--- config.mk ---
export PLATFORM = sky130hd
export DESIGN_NAME = fetch_sequencer
export DESIGN_NICKNAME = d
export VERILOG_FILES = /design/src/rtl/cpu_pkg.sv /design/src/rtl/pc_reg.sv /design/src/rtl/fetch_sequencer.sv
export SDC_FILE = /design/constraint.sdc
export NUM_CORES = 1
export LEC_CHECK = 0
export ABC_AREA = 1
export CORE_MARGIN = 2
export CORE_UTILIZATION = 48
export DETAILED_ROUTE_END_ITERATION = 16
export GPL_TIMING_DRIVEN = 0
export MAX_ROUTING_LAYER = met4
export PLACE_DENSITY = 0.87
export SETUP_SLACK_MARGIN = 0.15
export SLEW_MARGIN = 20
export SYNTH_ARGS = -nofsm -noshare
export SYNTH_HDL_FRONTEND = slang
export SYNTH_SLANG_ARGS = --single-unit
--- constraint.sdc ---
create_clock -name clk -period 3.03 [get_ports clk]
set_input_delay 0.4545 -clock clk [delete_from_list [all_inputs] [get_ports clk]]
set_output_delay 0.4545 -clock clk [all_outputs]
set_load 0.1 [all_outputs]
--- src/rtl/cpu_pkg.sv ---
// Shared CPU definitions: fetch FSM states, the STP opcode and the boot address.
package cpu_pkg;

   typedef enum logic [1:0] {
      BOOT = 2'd0,
      RUN  = 2'd1,
      WAIT = 2'd2,
      HALT = 2'd3
   } state_t;

   localparam logic [4:0]  OP_STP            = 5'b11111;
   localparam logic [15:0] BOOT_ADDR_DEFAULT = 16'h0000;

endpackage

--- src/rtl/pc_reg.sv ---
// 16-bit program counter. Load has priority over increment, and increment wraps.
// Nothing changes unless the current instruction retires.
module pc_reg #(
   parameter logic [15:0] RESET_VAL = 16'h0001
) (
   input  logic        clk,
   input  logic        reset_n,
   input  logic        en,
   input  logic        sload,
   input  logic        inc,
   input  logic [15:0] load_val,
   output logic [15:0] pc
);

   // Load/increment/hold of the pc on retiring cycles.
   // NOTE: state is updated with non-blocking assignments so every flop samples pre-edge values.
   always_ff @(posedge clk or negedge reset_n) begin
      if (!reset_n) begin
         pc <= RESET_VAL;
      end else if (en) begin
         if (sload) begin
            pc <= load_val;
         end else if (inc) begin
            pc <= pc + 16'd1;
         end
      end
   end

endmodule

--- src/rtl/fetch_sequencer.sv ---
// Fetch sequencer: boot, run/wait/halt and single-step control. Owns the pc
// and the retired-instruction counter, and steers the instruction memory addresses.
module fetch_sequencer
   import cpu_pkg::*;
#(
   parameter logic [15:0] BOOT_ADDR = BOOT_ADDR_DEFAULT,
   parameter int          CNT_W     = 32
) (
   input  logic             clk,
   input  logic             reset_n,
   input  logic             run_en,
   input  logic             step_req,
   input  logic             cnt_en,
   input  logic             pc_sload,
   input  logic [15:0]      new_pc,
   input  logic [15:0]      dec_addr1,
   input  logic [15:0]      dec_addr2,
   input  logic [15:0]      mem_q1,
   input  logic [15:0]      mem_q2,
   output logic [15:0]      pc,
   output logic [15:0]      instr,
   output logic [15:0]      N,
   output logic [15:0]      mem_addr1,
   output logic [15:0]      mem_addr2,
   output logic             retire,
   output logic             halted,
   output logic [CNT_W-1:0] instr_cnt
);

   state_t      state;
   state_t      next_state;
   logic        step_pending;
   logic        next_step_pending;
   logic [15:0] held_addr1;
   logic [15:0] held_addr2;
   logic        is_stp;

   // The memory already has a cycle of latency, so read data goes straight to the decoder.
   assign instr  = mem_q1;
   assign N      = mem_q2;
   assign is_stp = (mem_q1[15:11] == OP_STP);
   assign halted = (state == HALT);

   pc_reg #(
      .RESET_VAL (BOOT_ADDR + 16'd1)
   ) u_pc_reg (
      .clk      (clk),
      .reset_n  (reset_n),
      .en       (retire),
      .sload    (pc_sload),
      .inc      (cnt_en),
      .load_val (new_pc),
      .pc       (pc)
   );

   // Next state, step tracking, retire and address steering.
   // NOTE: every output of this block gets a default first so no path can infer a latch.
   always_comb begin
      next_state        = state;
      next_step_pending = step_pending;
      retire            = 1'b0;
      mem_addr1         = held_addr1;
      mem_addr2         = held_addr2;
      case (state)
         BOOT: begin
            mem_addr1  = BOOT_ADDR;
            mem_addr2  = BOOT_ADDR + 16'd1;
            next_state = run_en ? RUN : WAIT;
         end
         RUN: begin
            mem_addr1 = dec_addr1;
            mem_addr2 = dec_addr2;
            if (is_stp) begin
               // STP never commits; the core parks in HALT.
               next_state        = HALT;
               next_step_pending = 1'b0;
            end else begin
               retire = 1'b1;
               if (!run_en || step_pending) begin
                  next_state        = WAIT;
                  next_step_pending = 1'b0;
               end
            end
         end
         WAIT: begin
            // Free-run wins over a simultaneous step request.
            if (run_en) begin
               next_state = RUN;
            end else if (step_req) begin
               next_state        = RUN;
               next_step_pending = 1'b1;
            end
         end
         HALT: begin
            next_state = HALT;
         end
         default: begin
            next_state = BOOT;
         end
      endcase
   end

   // FSM state and single-step flag.
   always_ff @(posedge clk or negedge reset_n) begin
      if (!reset_n) begin
         state        <= BOOT;
         step_pending <= 1'b0;
      end else begin
         state        <= next_state;
         step_pending <= next_step_pending;
      end
   end

   // Remember the last decoder addresses so WAIT and HALT re-present the current instruction.
   always_ff @(posedge clk or negedge reset_n) begin
      if (!reset_n) begin
         held_addr1 <= BOOT_ADDR;
         held_addr2 <= BOOT_ADDR + 16'd1;
      end else if (state == RUN) begin
         held_addr1 <= dec_addr1;
         held_addr2 <= dec_addr2;
      end
   end

   // Retired-instruction counter, wrapping at 2^CNT_W.
   always_ff @(posedge clk or negedge reset_n) begin
      if (!reset_n) begin
         instr_cnt <= '0;
      end else if (retire) begin
         instr_cnt <= instr_cnt + CNT_W'(1);
      end
   end

endmodule
[After elaboration in Yosys (flattened, before gate mapping)]
Cells that the tools add are included.
Word-level totals
  bits in registers: 83
  bits of input ports: 86
Cells by class
  $add $sub $neg: 2
  equal/unequal tests: 8
  muxes and demuxes: 17
  reduce and logical (&&, ||, !) cells: 8
Operators by type and width (number)
  $pmux W16 S2: 2
  $add A32 B1 Y32 const B: 1
  $mux W16: 2
  $add A16 B1 Y16 const B: 1
  $mux W2: 5
  $pmux W2 S4: 1
  $mux W1: 6
  $ne A3 B3 Y1 const B: 2
  $eq A5 B5 Y1 const B: 1
  $eq A2 B2 Y1 const B: 2
  $ne A2 B2 Y1 const B: 2
  $reduce_and A2 Y1: 2
  $reduce_and A4 Y1: 1
  $reduce_bool A2 Y1: 2
  $eq A2 B1 Y1 const B: 1
  $logic_not A2 Y1: 1
  $pmux W1 S2: 1
  $logic_not A1 Y1: 1
  $logic_or A1 B1 Y1: 1

[Logic depth before layout (Yosys ltp)]
Gate-level depths: netlist of run 1.
  depth in word-level cells: 5
  depth in mapped cells: 10
  depth with buffers taken out: 10

[Modules after synthesis]
From an unflattened synthesis of run 1, not the netlist that was laid out.
Unflattened totals
  cell total of the unflattened synthesis: 662
  area, all modules: 4839.6 sq um
By module, submodules not included
  fetch_sequencer: instances 1, cells an instance 481, area an instance 3669.8 sq um
  pc_reg: instances 1, cells an instance 181, area an instance 1169.9 sq um

[Worst setup path before layout of run 1]
No wires, ideal clock.
  path kind: register to output
  start point: reg state[1]
  end point: out mem_addr1[0]
  data arrival time: 2839 ps
  required time: 2575 ps
  setup slack: -264 ps
  stages on the path, launching flop included: 4
  path buffers: 1
  cell sequence: dfrtp_1 > inv_1 > clkbuf_1 > o21ai_0
On the way
  word-level cells in the longest chain between the ends: 2
  elaborated cells on any way between the ends: 3
  those cells by class: eq/ne: 1; mux: 1; reduce/logical: 1
Ends and longest elaborated chain
  start: declaration: line fetch_sequencer.sv:30  | state_t state;
  start signal: assignment: line fetch_sequencer.sv:109  | state <= next_state;
  $eq A2 B1 Y1 or $logic_not A2 Y1 (tied branches): line fetch_sequencer.sv:64  | case (state)
  $pmux W16 S2 *: line fetch_sequencer.sv:64
  end: declaration: line fetch_sequencer.sv:23  | output logic [15:0] mem_addr1,
Mark *: on every way between the ends. The rest lies on a longest branch, timed or not.

[Worst setup path in the final report of run 1]
  start point: reg state[1]
  end point: out mem_addr2[12]
On the way
  word-level cells in the longest chain between the ends: 2
  elaborated cells on any way between the ends: 3
  those cells by class: eq/ne: 1; mux: 1; reduce/logical: 1
Ends and longest elaborated chain
  $eq A2 B1 Y1 or $logic_not A2 Y1 (tied branches): line fetch_sequencer.sv:64
  $pmux W16 S2 *: line fetch_sequencer.sv:64
  end: declaration: line fetch_sequencer.sv:24  | output logic [15:0] mem_addr2,
Marks and branches as above.

==> out/qor.yml, run 1 <==
outcome: "finished clean"
clock_latency_ns: 0.36
finalCriticalPeriod_ns: 2.78
start_util: 0.492
p_int_mw: 3.10
timing.final.crit_share: 0.916
synth-compound-area-share: 0.0953
rows: 37
end_kind: "output pin"
synthMuxAreaShare: 0
drtIter0Drc: 258
synthSimpleGateAreaFrac: 0.324
yosys.area.top_type: "dfrtp_1"
rsz0062_at_grt: "false"
dieArea_sq_um: 11400
cp.arrival_ns: 2.32
combPwrFrac: 0.691
ys_ff_latch: 83
crit_fanout: 10
syn_avg_cell_area_sq_um: 7.21
nFillCells: 872
grt_pass1_vias: 4819
clock_power_share: 0.100
slew_headroom: 0.316
cts_sinks: 83
drv_slew: 0
top_register: "instr_cnt"
largest_register_ffs: 32
cts_buffers: 9
synth_top_area_share: 0.401
synth.net_count: 789
vias: 5149
fmax_ghz: 0.360
layout.nets: 972
avgRoutedWirePerCell_microns: 13.4
synth_fa_ha_area_frac: 0.00495
required_ns: 2.58
p_per_area_nw_per_um2: 1180
grt_max_degree: 53
tns_ns: 0
dpl.hpwl_mm: 10.6
overflow: 0
synth_top_family_by_area: "simple AND/OR/NAND/NOR gates"
ioPinCount: 200
ys_top_cells_by_area: "dfrtp_1 (40%), nand2_1 (16%), o21ai_0 (7.6%)"
synth_warnings: 0
ys_seq_area_frac: 0.411
start_kind: "flip-flop"
drcViolationCount: 0
fin_skew_ns: 0.0123
synth_top_flop_cell: "dfrtp_1"
root_buffer: "clkbuf_8"
yosys.cell_types.count: 36
tightestPinTransition_ns: 1.02
area_delta_synth_final_pct: 42.3
die_width_microns: 107
netlist_instances: 701
crit_chain: "inv_1, clkbuf_1, o21ai_0, clkdlybuf4s15_1"
power_switching_mw: 5.35
finalHoldViolCount: 0
cpPeakStageDelay_ns: 0.85
cpMaxStageDelayCell: "clkdlybuf4s15_1"
max-vdd-ir-drop_mv: 1.25
hold_class: "in2async"
dieHeight_microns: 107
finalSetupViolations: 0
firstDrtPassIters: 5
antenna_found_initial: 0
synthMostInstantiatedCell: "nand2_1"
seq_power_share: 0.209
crit_type: "reg2out"
vias_per_cell: 5.02
io_buffers: 171
async_flop_share: 1.00
final_util: 0.700
synth-xor-area-share: 0.0346
grt_pass1_wl_mm: 22.2
max-clock-path-buffers: 2
maxCapViolCount: 0
track_usage: 0.254
synthesis.area_sq_um: 5060
core_sq_um: 10300
switching_share: 0.633
yosys-top-cells-count: "nand2_1 (216), dfrtp_1 (81), nor2_1 (80)"
leakage_nw: 3.31
h-tree-depth: 3
gp_congestion: 0.905
cts_tree: "built"
n_antenna_cell: 0
drt_wl_total_mm: 13.8
drtAntennaViolNets: 0
drive_above_1_share: 0.137
synth-edff-count: 0
clkTransAtPathRegs_ns: 0.09
## cells by family (layout without fill, tap and decap cells)
kind of cell    after synthesis  after routing
flops                        83             83
compound gates               91             91
simple gates                373            373
buf+inv                     132            320
fa+ha+maj                     2              2
xor+xnor                     20             20
## metrics by stage
stage / instance area (sq um) / cells / total power [mW] / worst slack, ns / hold WS [ns]
after global placement: 6940 / 1008 / 7.65 / -1.53 / 0.462
after CTS: 7200 / 1025 / 8.49 / -0.00947 / 0.0402
after floorplan: 5060 / 701 / 6.31 / -0.264 / 0.159
after global routing: 7190 / 1025 / 8.82 / 0.160 / 0.0555
after detailed placement: 6960 / 1009 / 7.72 / -0.147 / 0.436
final: 7190 / 1025 / 8.45 / 0.253 / 0.0381
## what timing repair did
item	in CTS	in global routing
setup endpoints to repair	33	3
resized for setup	117	6
hold buffers	0	0
setup buffers	0	0
## final timing paths
check                                from              end  slack [ns]  cells past startpoint
min                               reset_n    instr_cnt[11]        0.04                      1
max                              state[1]    mem_addr2[12]        0.25                      4
max in group asynchronous         reset_n    held_addr2[0]        2.32                      2
max reg2reg                u_pc_reg.pc[0]  u_pc_reg.pc[12]        1.22                      8
min reg2reg                 held_addr2[0]    held_addr2[0]        0.49                      2
min in group clk                 pc_sload   u_pc_reg.pc[6]        0.47                      3
## metal layers
layer	vias to the layer above	GRT usage	wire length (microns)
li1	2522	-	-
met5	-	-	0
met2	221	0.421	6730
met1	2385	0.313	5740
met4	0	0.0872	257
met3	21	0.0468	1050
## critical path, delay by kind of cell, from the launching register on
kind            cells  cell delay [ns]
buf+inv             3             1.23
flops               1             0.52
compound gates      1             0.22
## layout make-up
class / count / area (sq um) / area share
Inverter: 81 / 309 / 0.0430
Timing Repair Buffer: 172 / 1760 / 0.245
Buffer: 51 / 349 / 0.0485
Clock inverter: 6 / 71.3 / 0.00991
Multi-Input combinational cell: 486 / 2320 / 0.322
Sequential cell: 83 / 2080 / 0.289
Tap cell: 136 / 170 / 0.0237
Clock buffer: 10 / 138 / 0.0191
## cells in the final DEF (no fill, tap or decap), types with 9 or more instances in the layout
cell type	n
nand2_1	216
clkdlybuf4s50_1	137
dfrtp_1	81
nor2_1	80
inv_1	77
o21ai_0	77
buf_4	35
nand3_1	35
clkdlybuf4s15_2	28
xor2_1	10
xnor2_1	10
clkbuf_8	10
nand4_1	9
## power by group through the flow
stage                     combinational (mW)  sequential (mW)  clock [mW]
final                                   5.84             1.77       0.844
after global routing                    6.10             1.81       0.906
after CTS                               5.86             1.76       0.858
after detailed placement                5.94             1.78           0
after global placement                  5.89             1.77           0
after floorplan                         3.63             2.68           0
Note: power is estimated with default switching activity, not from simulation.
==> inputs of run 2 (changes only) <==
--- a/config.mk
+++ b/config.mk
@@ -7,7 +7,7 @@
 export LEC_CHECK = 0
 export ABC_AREA = 1
 export CORE_MARGIN = 2
-export CORE_UTILIZATION = 48
+export CORE_UTILIZATION = 47
 export DETAILED_ROUTE_END_ITERATION = 16
 export GPL_TIMING_DRIVEN = 0
 export MAX_ROUTING_LAYER = met4
@@ -16,4 +16,5 @@
 export SLEW_MARGIN = 20
 export SYNTH_ARGS = -nofsm -noshare
 export SYNTH_HDL_FRONTEND = slang
+export SYNTH_HIERARCHICAL = 1
 export SYNTH_SLANG_ARGS = --single-unit
==> run 2 against run 1 <==
  * Clock skew about the same
  * Maximum frequency up 2.2%
  * Synthesized cell count down 5.6%
  * Count of clock-buffer cells in the layout down 1
  * Largest cell class is now sequential cells
  * Worst hold slack worse by 0.0033 ns
  * Synthesized area down 4.3%
  * Cell count down 3.7%
  * Highest routed layer unchanged
  * Sequential cell count unchanged
  * Global-route usage down 2.0 points
  * Register-to-register slack worse by 0.31 ns
==> out/qor.yml, run 2 <==
timing.final.crit_share: 0.897
ys_top_cells_by_area: "dfrtp_1 (42%), nand2_1 (13%), inv_1 (7.4%)"
slew_headroom: 0.336
finalSetupViolations: 0
clock_latency_ns: 0.36
ys_ff_latch: 83
fin_skew_ns: 0.0128
final_cells: 987
drtAntennaViolNets: 0
dieArea_sq_um: 11100
yosys.area.top_type: "dfrtp_1"
drcViolationCount: 0
final_cell_mix: "nand2_1 (164), clkdlybuf4s50_1 (138), inv_1 (96)"
synthMostInstantiatedCell: "nand2_1"
finalCriticalPeriod_ns: 2.72
post_cts_buffers: 0
layout.nets: 934
outcome: "finished clean"
maxCapViolCount: 0
drive_above_1_share: 0.134
tightestPinTransition_ns: 0.994
io_buffers: 172
syn_avg_cell_area_sq_um: 7.31
final-seq-area_sq_um: 2080
cts_tree: "built"
n_antenna_cell: 0
synth-xor-area-share: 0.0290
yosys.cell_types.count: 36
synthesis.area_sq_um: 4840
grt_max_degree: 53
core_sq_um: 10100
multi_input_area_sq_um: 2050
synth_top_flop_cell: "dfrtp_1"
grt_pass1_wl_mm: 20.5
synthSimpleGateAreaFrac: 0.281
yosys-top-cells-count: "nand2_1 (164), inv_1 (96), dfrtp_1 (81)"
crit_fanout: 11
final_common_cell: "nand2_1"
antenna_found_initial: 0
synth_warnings: 6
synth-compound-area-share: 0.109
setup_slack_ns: 0.312
track_usage: 0.234
drtIter0Drc: 220
avgRoutedWirePerCell_microns: 12.7
synthMuxAreaShare: 0
required_ns: 2.58
finalHoldViolCount: 0
netlist_instances: 662
clkTransAtPathRegs_ns: 0.09
hold_class: "in2async"
fmax_ghz: 0.368
cp.arrival_ns: 2.26
synth.net_count: 750
drt_wl_total_mm: 12.6
grt_pass1_vias: 4515
vias_per_cell: 4.88
preCtsSetupSlack_ns: -0.307
largest_register_ffs: 32
synth_top_family_by_area: "simple AND/OR/NAND/NOR gates"
die_width_microns: 105
end_kind: "output pin"
cts_buffers: 9
synth_fa_ha_area_frac: 0.00517
root_buffer: "clkbuf_8"
rows: 37
cts_sinks: 83
dpl_cell_area_sq_um: 6760
overflow: 0
dpl.hpwl_mm: 9.73
firstDrtPassIters: 5
dieHeight_microns: 105
place_inst: 971
max-clock-path-buffers: 2
crit_type: "in2out"
async_flop_share: 1.00
stdcell_area_sq_um: 6840
ioPinCount: 200
drv_slew: 0
ys_seq_area_frac: 0.430
top_register: "instr_cnt"
gp_congestion: 0.917
synth_top_area_share: 0.419
vias: 4816
rsz0062_at_grt: "false"
synth-edff-count: 0
start_kind: "primary input"
area_delta_synth_final_pct: 41.3
nFillCells: 877
whs_ns: 0.0348
start_util: 0.477
h-tree-depth: 3
## run 2: cell count changes in the layout (fill, tap and decap cells not counted), sizes merged, moves of 4 or more
cell / delta
buf: +22
o21bai: +4
nand4: +5
clkdlybuf4s15: -28
nand3b: -4
inv: +19
a21oi: +6
nor2: -13
o21ai: -4
nand3: +10
nand2: -57
nor3: +4
## run 2: cells by family after synthesis
logic type | Yosys count
compound gates | 97
xor+xnor | 16
buf+inv | 147
flops | 83
fa+ha+maj | 2
simple gates | 317
## run 2: worst max-delay path, stage by stage
cell and delay [ns]:
clkdlybuf4s50_1 0.45, nand3_1 0.17, nor2_1 0.07, nor2_2 0.47, clkdlybuf4s15_2 0.64
## run 2: area by class of cell
| type | count | share of cell area |
|---|---|---|
| clock inverter | 7 | 0.0146 |
| tap | 136 | 0.0249 |
| sequential | 83 | 0.304 |
| buffer | 47 | 0.0481 |
| timing repair buffer | 173 | 0.234 |
| clock buffer | 9 | 0.0181 |
| inverter | 100 | 0.0560 |
| multi-input combinational | 432 | 0.300 |
## run 2: what timing repair did
action                     CTS  global route
pin swaps                    0             0
gates cloned                 0             0
resized for setup          182            14
setup endpoints to repair   33            31
hold buffers                 0             0
## run 2: stage by stage
| stage | utilization | setup TNS [ns] |
|---|---|---|
| after CTS | 0.674 | 0 |
| final | 0.675 | 0 |
| after floorplan | - | -5.72 |
| after global routing | 0.675 | 0 |
| after detailed placement | 0.666 | -3.87 |
| after global placement | 0.664 | -127.95 |
## run 2: worst paths after layout
kind	start	end	slack, ns	cells after the start
hold / removal	reset_n	instr_cnt[7]	0.03	1
hold reg to reg	held_addr2[0]	held_addr2[0]	0.48	2
min in group clk	held_addr2[0]	held_addr2[0]	0.48	2
max in group asynchronous	reset_n	held_addr2[0]	2.34	2
setup reg to reg	state[1]	u_pc_reg/pc[4]	0.91	8
setup / recovery	mem_q1[14]	retire	0.31	5
## run 2: per-layer routing
metal | up-vias | global-route usage | wire length [microns] | share of wire
li1 | 2425 | - | - | -
met1 | 2194 | 0.298 | 5480 | 0.44
met2 | 172 | 0.372 | 5970 | 0.47
met3 | 25 | 0.0495 | 839 | 0.067
met4 | 0 | 0.0790 | 289 | 0.023
met5 | - | - | 0 | 0
Power of run 2 is not shown: default switching activity piles up to over one toggle a cycle in this logic, so the estimate is an artifact.
